### src/rtl/mips_pipe_pkg.sv
// Shared types and constants for the MIPS pipeline registers.
// Reused by IF/ID, ID/EX, EX/MEM and MEM/WB stages.
package mips_pipe_pkg;

  localparam int INST_W_DEF = 32;
  localparam int PC_W_DEF   = 32;

  localparam logic [31:0] MIPS_NOP = 32'h0000_0000;
  localparam int unsigned PC_INC   = 4;

  typedef enum logic [1:0] {
    ST_EMPTY = 2'd0,
    ST_FULL  = 2'd1,
    ST_SKID  = 2'd2
  } occ_state_t;

endpackage

### src/rtl/ifid_pipeline_stage.sv
// IF/ID pipeline register with valid/ready handshake,
// 2-entry skid buffer, synchronous flush and registered PC+4.
module ifid_pipeline_stage
  import mips_pipe_pkg::*;
#(
  parameter int INST_W = INST_W_DEF,
  parameter int PC_W   = PC_W_DEF,
  parameter logic [INST_W-1:0] NOP_INST = INST_W'(MIPS_NOP)
) (
  input  logic              clock,
  input  logic              reset,
  input  logic              flush,
  input  logic              in_valid,
  output logic              in_ready,
  input  logic [INST_W-1:0] in_inst,
  input  logic [PC_W-1:0]   in_pc,
  output logic              out_valid,
  input  logic              out_ready,
  output logic [INST_W-1:0] out_inst,
  output logic [PC_W-1:0]   out_pc,
  output logic [PC_W-1:0]   out_pc4
);

  occ_state_t        r_state;
  logic [INST_W-1:0] r_main_inst;
  logic [PC_W-1:0]   r_main_pc;
  logic [PC_W-1:0]   r_main_pc4;
  logic [INST_W-1:0] r_skid_inst;
  logic [PC_W-1:0]   r_skid_pc;
  logic [PC_W-1:0]   r_skid_pc4;

  logic              w_in_fire;
  logic              w_out_fire;
  logic [PC_W-1:0]   w_in_pc4;

  assign in_ready   = (r_state != ST_SKID);
  assign out_valid  = (r_state != ST_EMPTY);
  assign w_in_fire  = in_valid & in_ready;
  assign w_out_fire = out_valid & out_ready;
  assign w_in_pc4   = in_pc + PC_W'(PC_INC);

  // Bubble shows NOP; PCs keep their last loaded values.
  assign out_inst = out_valid ? r_main_inst : NOP_INST;
  assign out_pc   = r_main_pc;
  assign out_pc4  = r_main_pc4;

  always_ff @(posedge clock) begin
    if (reset) begin
      r_state     <= ST_EMPTY;
      r_main_inst <= NOP_INST;
      r_main_pc   <= '0;
      r_main_pc4  <= PC_W'(PC_INC);
      r_skid_inst <= '0;
      r_skid_pc   <= '0;
      r_skid_pc4  <= '0;
    end else if (flush) begin
      r_state     <= ST_EMPTY;
      r_main_inst <= NOP_INST;
    end else begin
      unique case (r_state)
        ST_EMPTY: begin
          if (in_valid) begin
            r_main_inst <= in_inst;
            r_main_pc   <= in_pc;
            r_main_pc4  <= w_in_pc4;
            r_state     <= ST_FULL;
          end
        end
        ST_FULL: begin
          if (w_in_fire && w_out_fire) begin
            r_main_inst <= in_inst;
            r_main_pc   <= in_pc;
            r_main_pc4  <= w_in_pc4;
          end else if (w_in_fire) begin
            r_skid_inst <= in_inst;
            r_skid_pc   <= in_pc;
            r_skid_pc4  <= w_in_pc4;
            r_state     <= ST_SKID;
          end else if (w_out_fire) begin
            r_state     <= ST_EMPTY;
          end
        end
        ST_SKID: begin
          if (w_out_fire) begin
            r_main_inst <= r_skid_inst;
            r_main_pc   <= r_skid_pc;
            r_main_pc4  <= r_skid_pc4;
            r_state     <= ST_FULL;
          end
        end
        default: r_state <= ST_EMPTY;
      endcase
    end
  end

endmodule

### config.mk
export PLATFORM = sky130hd
export DESIGN_NAME = ifid_pipeline_stage
export DESIGN_NICKNAME = d
export VERILOG_FILES = /design/src/rtl/mips_pipe_pkg.sv /design/src/rtl/ifid_pipeline_stage.sv
export SDC_FILE = /design/constraint.sdc
export NUM_CORES = 1
export LEC_CHECK = 0
export CAP_MARGIN = 20
export CORE_ASPECT_RATIO = 0.8
export CORE_UTILIZATION = 45
export DETAILED_ROUTE_END_ITERATION = 7
export HOLD_SLACK_MARGIN = 0.12
export MAX_ROUTING_LAYER = met4
export PLACE_DENSITY = 0.74
export SLEW_MARGIN = 0
export SYNTH_ARGS = -nofsm -noshare
export SYNTH_HDL_FRONTEND = slang
export SYNTH_SLANG_ARGS = --single-unit
### constraint.sdc
create_clock -name clock -period 1.8 [get_ports clock]
set_input_delay 0.54 -clock clock [delete_from_list [all_inputs] [get_ports clock]]
set_output_delay 0.54 -clock clock [all_outputs]
set_load 0.02 [all_outputs]
### After elaboration in Yosys (flattened, before gate mapping)

Cells that the tools add are included.

* register bits after elaboration: 194
* logic and storage cells: 48

* add/subtract/negate cells: 1
* equality and inequality tests: 8
* mux-type cells: 19
* bitwise operators: 4
* reductions and logical operators: 9

Operators by type and width (number)
* 32-bit 2-to-1 mux: 10
* 32-bit case mux with 3 select lines: 3
* 32-bit by 3-bit adder with 32-bit output (second input constant): 1
* 4-bit AND reduction: 3
* 2-bit 2-to-1 mux: 5
* 2-bit != test (second input constant): 5
* 2-bit case mux with 3 select lines: 1
* 5-bit AND reduction: 1
* 3-bit != test (second input constant): 1
* 3-bit nonzero test: 1
* 1-bit bitwise AND: 2
* 2-bit by 1-bit equality test with 1-bit output (second input constant): 1
* 2-bit equality test (second input constant): 1
* 2-bit logical NOT: 1
* 1-bit NOT: 2
* 2-bit nonzero test: 1
* 2-bit OR reduction: 1
* 1-bit logical AND: 1

### Logic depth before layout (Yosys ltp)

* depth in word-level cells: 6
* gate-level depth with buffers: 8
* depth with buffers taken out: 6

### Worst setup path before layout

Ideal clock, no wire load.

* kind: input port to flip-flop
* start: in out_ready
* end: reg r_skid_inst[0]
* library setup time: 0.132 ns
* arrival: 1.688 ns
* required time: 1.668 ns
* setup slack: -0.021 ns
* cell stages on the path: 7
* buffers on the path: 3
* path through: buf_2 nand2b_4 or3_1 buf_2 clkbuf_1 nand2_1 a21oi_1

* word-level cells in the longest chain between the ends: 4

RTL lines
* start: declaration: RTL line ifid_pipeline_stage.sv:18 `input logic out_ready,`
* 1-bit bitwise AND: RTL line ifid_pipeline_stage.sv:39 `assign w_out_fire = out_valid & out_ready;`
* 1-bit logical AND: RTL line ifid_pipeline_stage.sv:70 `if (w_in_fire && w_out_fire) begin`
* 1-bit NOT (no source line)
* 4-bit AND reduction (no source line)
* end signal: assignment: RTL line ifid_pipeline_stage.sv:75 `r_skid_inst <= in_inst;`
* end: declaration: RTL line ifid_pipeline_stage.sv:28 `logic [INST_W-1:0] r_skid_inst;`

Every way passes these cells.
A chain may end at the register's enable or synchronous reset.

### Final worst setup path

* start: reg r_state[1]
* end: out out_inst[28]

* word-level cells in the longest chain between the ends: 2

RTL lines
* start: declaration: RTL line ifid_pipeline_stage.sv:24 `occ_state_t r_state;`
* start signal: assignment: RTL line ifid_pipeline_stage.sv:49 `r_state <= ST_EMPTY;`
* start signal: assignment: RTL line ifid_pipeline_stage.sv:57 `r_state <= ST_EMPTY;`
* start signal: assignment: RTL line ifid_pipeline_stage.sv:66 `r_state <= ST_FULL;`
* 2-bit nonzero test: RTL line ifid_pipeline_stage.sv:37 `assign out_valid = (r_state != ST_EMPTY);`
* 32-bit 2-to-1 mux: RTL line ifid_pipeline_stage.sv:43 `assign out_inst = out_valid ? r_main_inst : NOP_INST;`
* end: declaration: RTL line ifid_pipeline_stage.sv:19 `output logic [INST_W-1:0] out_inst,`

Every way passes these cells.

==> results.toml <==
[outcome]
status = "finished, violations left"
violations = "setup timing"

[die]
start_util_pct = 46.0
dieArea_um2 = 19100
fp.dieW_um = 154
coreArea_um2 = 18200
rows = 44
die_h_um = 124
io_pins = 167

[setup_path]
crit_required_ns = 1.26
path_max_fanout = 33
crit_type = "register to primary output"
reg2regPathDepth = 9
critPathArrivalTime_ns = 1.37
critPathCaptureType = "primary output"
critPathLaunchType = "register"

[power_and_ir_drop]
peakVddDrop_mv = 0.607
p_sw_share_pct = 26.3
switchingPower_w = 0.00253
power_frac_comb_pct = 14.6
p_seq_share_pct = 46.1
powerDensity_nw_per_um2 = 791
internal_power_w = 0.00709
pwr-share-clk_pct = 39.3
power.leakage_nw = 5.00

[placed_design]
portBuffers = 166
dpl.hpwl_mm = 16.1
gp_congestion = 0.870

[synthesis]
synthArstFlopShare_pct = 0
seq_area_frac_synth_pct = 45.5
synth.area.top_cells = "dfxtp_1 46%, nand2_1 13%, a311oi_1 6.8%"
ys_types = 53
netlist_instances = 1062
synth_edf_count = 0
synth_area_um2 = 8350
yosys_warnings = 0
yosysTopAreaCell = "dfxtp_1"
ys.flop_type = "dfxtp_1"
ys_ff_latch = 190
avgSynthCellArea_um2 = 7.86
yosys.area.top_type_share_pct = 45.5
synth_nets = 1132

[routing]
ant_nets = 0
routed-via-count = 8611
wl_per_cell_um = 17.4
totalWireLength_mm = 26.6
route.detailed.drc = 0
drtPass1Iterations = 5
drt_iter0_drc = 685
viasPerCell = 5.62

[clock_tree]
cts_buffer_depth = 2
cts_sinks = 190
hold_buffers = 0
h-tree-depth = 4
cts_made_buffers = 17
clockRootBuffer = "clkbuf_16"
path_clk_slew_ns = 0.07
clock_latency_ns = 0.42
cts_tree = "built"

[sta]
hold_viol = 0
relSlewSlack_pct = 65.0
fmax_ghz = 0.525
tns_ns = -2.63
setup_violations = 38
skew_ns = 0.00750
finalCritPeriodShare_pct = 106
worst_slew_pin_slew_ns = 0.525
grt_setup_unrepaired = "true"
slew_viol_final = 0
layout_setup_ws_ns = -0.106
min_period_ns = 1.91

[global_route]
grt_pass1_vias = 7543
antenna_found_initial = 1
grt_usage_pct = 26.9
grt_pass1_wl_mm = 39.4
overflow = 0
grt_max_degree = 105

[final_layout]
drive_above_1_share_pct = 21.6
area_growth_pct = 45.6
n_fill_cell = 1450
final_util_pct = 66.9
nets = 1358

[worst_hold_path]
hold_class = "input port to register"
holdPathStages = 2

[job]
drv_cap = 0
through the flow:
step | hold WS (ns) | worst slack [ns] | std cells | area [µm²] | power, W
2_1_floorplan | 0.437 | -0.0168 | 1062 | 8370 | 0.00512
3_3_place_gp | 0.442 | -0.655 | 1467 | 10900 | 0.00580
3_5_place_dp | 0.447 | -0.714 | 1467 | 10900 | 0.00581
4_1_cts | 0.384 | -0.189 | 1511 | 11600 | 0.00956
5_1_grt | 0.382 | -0.163 | 1532 | 12200 | 0.00995
6_report | 0.395 | -0.106 | 1532 | 12200 | 0.00962
final cells by class:
type                            count  area [µm²]  share of cell area [%]
Antenna cell                        1        2.50                  0.0206
Clock buffer                       19         443                    3.64
Clock inverter                     13         139                    1.14
Inverter                            6        22.5                   0.185
Multi-Input combinational cell    772        4450                    36.6
Sequential cell                   190        3810                    31.3
Tap cell                          230         288                    2.37
Timing Repair Buffer              301        3010                    24.7
cell usage after synthesis (all sizes together) (2+ instances only):
master and count:
inv 6, a31oi 2, a2111oi 3, nor2 117, a21o 2, nand4 8, nor4 3, a311oi 65
a21oi 92, and3 4, nor3 28, nor2b 33, xor2 6, nand2b 7, a211oi 22, and2 2
dfxtp 190, buf 44, a211o 4, or3 2, nand3 12, nand2 298, o21ai 4, clkbuf 50
and4 6, xnor2 21, o22ai 12, o211ai 6
sequential cells by signal, summed over array words and instances, names as in the netlist:
name and flops:
out_pc 32, r_main_inst 32, r_skid_inst 32, r_skid_pc 32
out_pc4 30, r_skid_pc4 30, r_state 2
power groups by stage:
stage	Clock (W)	Sequential (W)	Combinational [W]
floorplan	0	0.00461	0.000510
global placement	0	0.00453	0.00127
detailed placement	0	0.00453	0.00129
CTS	0.00383	0.00443	0.00130
global route	0.00400	0.00444	0.00150
finish	0.00378	0.00443	0.00140
cells in the final DEF (no fill, tap or decap), types with 3 or more instances in the layout:
cell type        instances
xnor2_2                  5
nor2b_1                 32
a311oi_1                46
o21ai_0                  3
a311oi_2                19
buf_4                   93
nand2b_1                 5
o22ai_1                 12
nor2_4                   5
clkbuf_16               23
a21oi_1                 91
o211ai_1                 6
buf_6                   19
clkdlybuf4s50_1         45
nand4_1                  7
inv_1                    5
buf_16                   3
a211oi_2                10
clkinv_2                 4
inv_6                    3
nor3_4                   4
xnor2_1                 16
a211o_1                  4
nand2_1                296
buf_12                  22
dlygate4sd2_1           67
dfxtp_1                188
a211oi_1                12
buf_2                   25
nand3_1                 10
nor3_2                   7
nor2_1                 111
nor3_1                  17
and4_1                   3
dlymetal6s2s_1          18
xor2_1                   6
routing by layer:
metal	share of wire [%]	GRT usage, %
met1	44	36.4
met2	46	42.0
met3	7.7	5.08
met4	1.5	5.69
met5	0	-
critical path, cell delays in order, from the launching register on:
cell and delay, ns:
dfxtp_4 0.36, nor2_4 0.13, buf_12 0.20, nor2b_1 0.09, buf_4 0.16
cells by family after synthesis:
group           synth area share (%)
compound gates                  18.4
xor+xnor                        2.83
fa+ha+maj                      0.150
buf+inv                         5.42
flops                           45.5
mux                            0.120
simple gates                    27.6
final timing paths:
path | startpoint | end | slack, ns
max | r_state[1] | out_inst[28] | -0.11
min | reset | r_skid_pc4[31] | 0.39
max reg2reg | r_state[1] | out_pc[6] | 0.01
min reg2reg | r_skid_inst[25] | r_skid_inst[25] | 0.45
timing repair:
action | CTS | global route
buffers inserted | 9 | 15
cloned | 3 | 6
resized for setup | 261 | 70
pin swaps | 24 | 29
endpoints found under the setup margin | 190 | 172
Power figures use the tool's default switching activity.
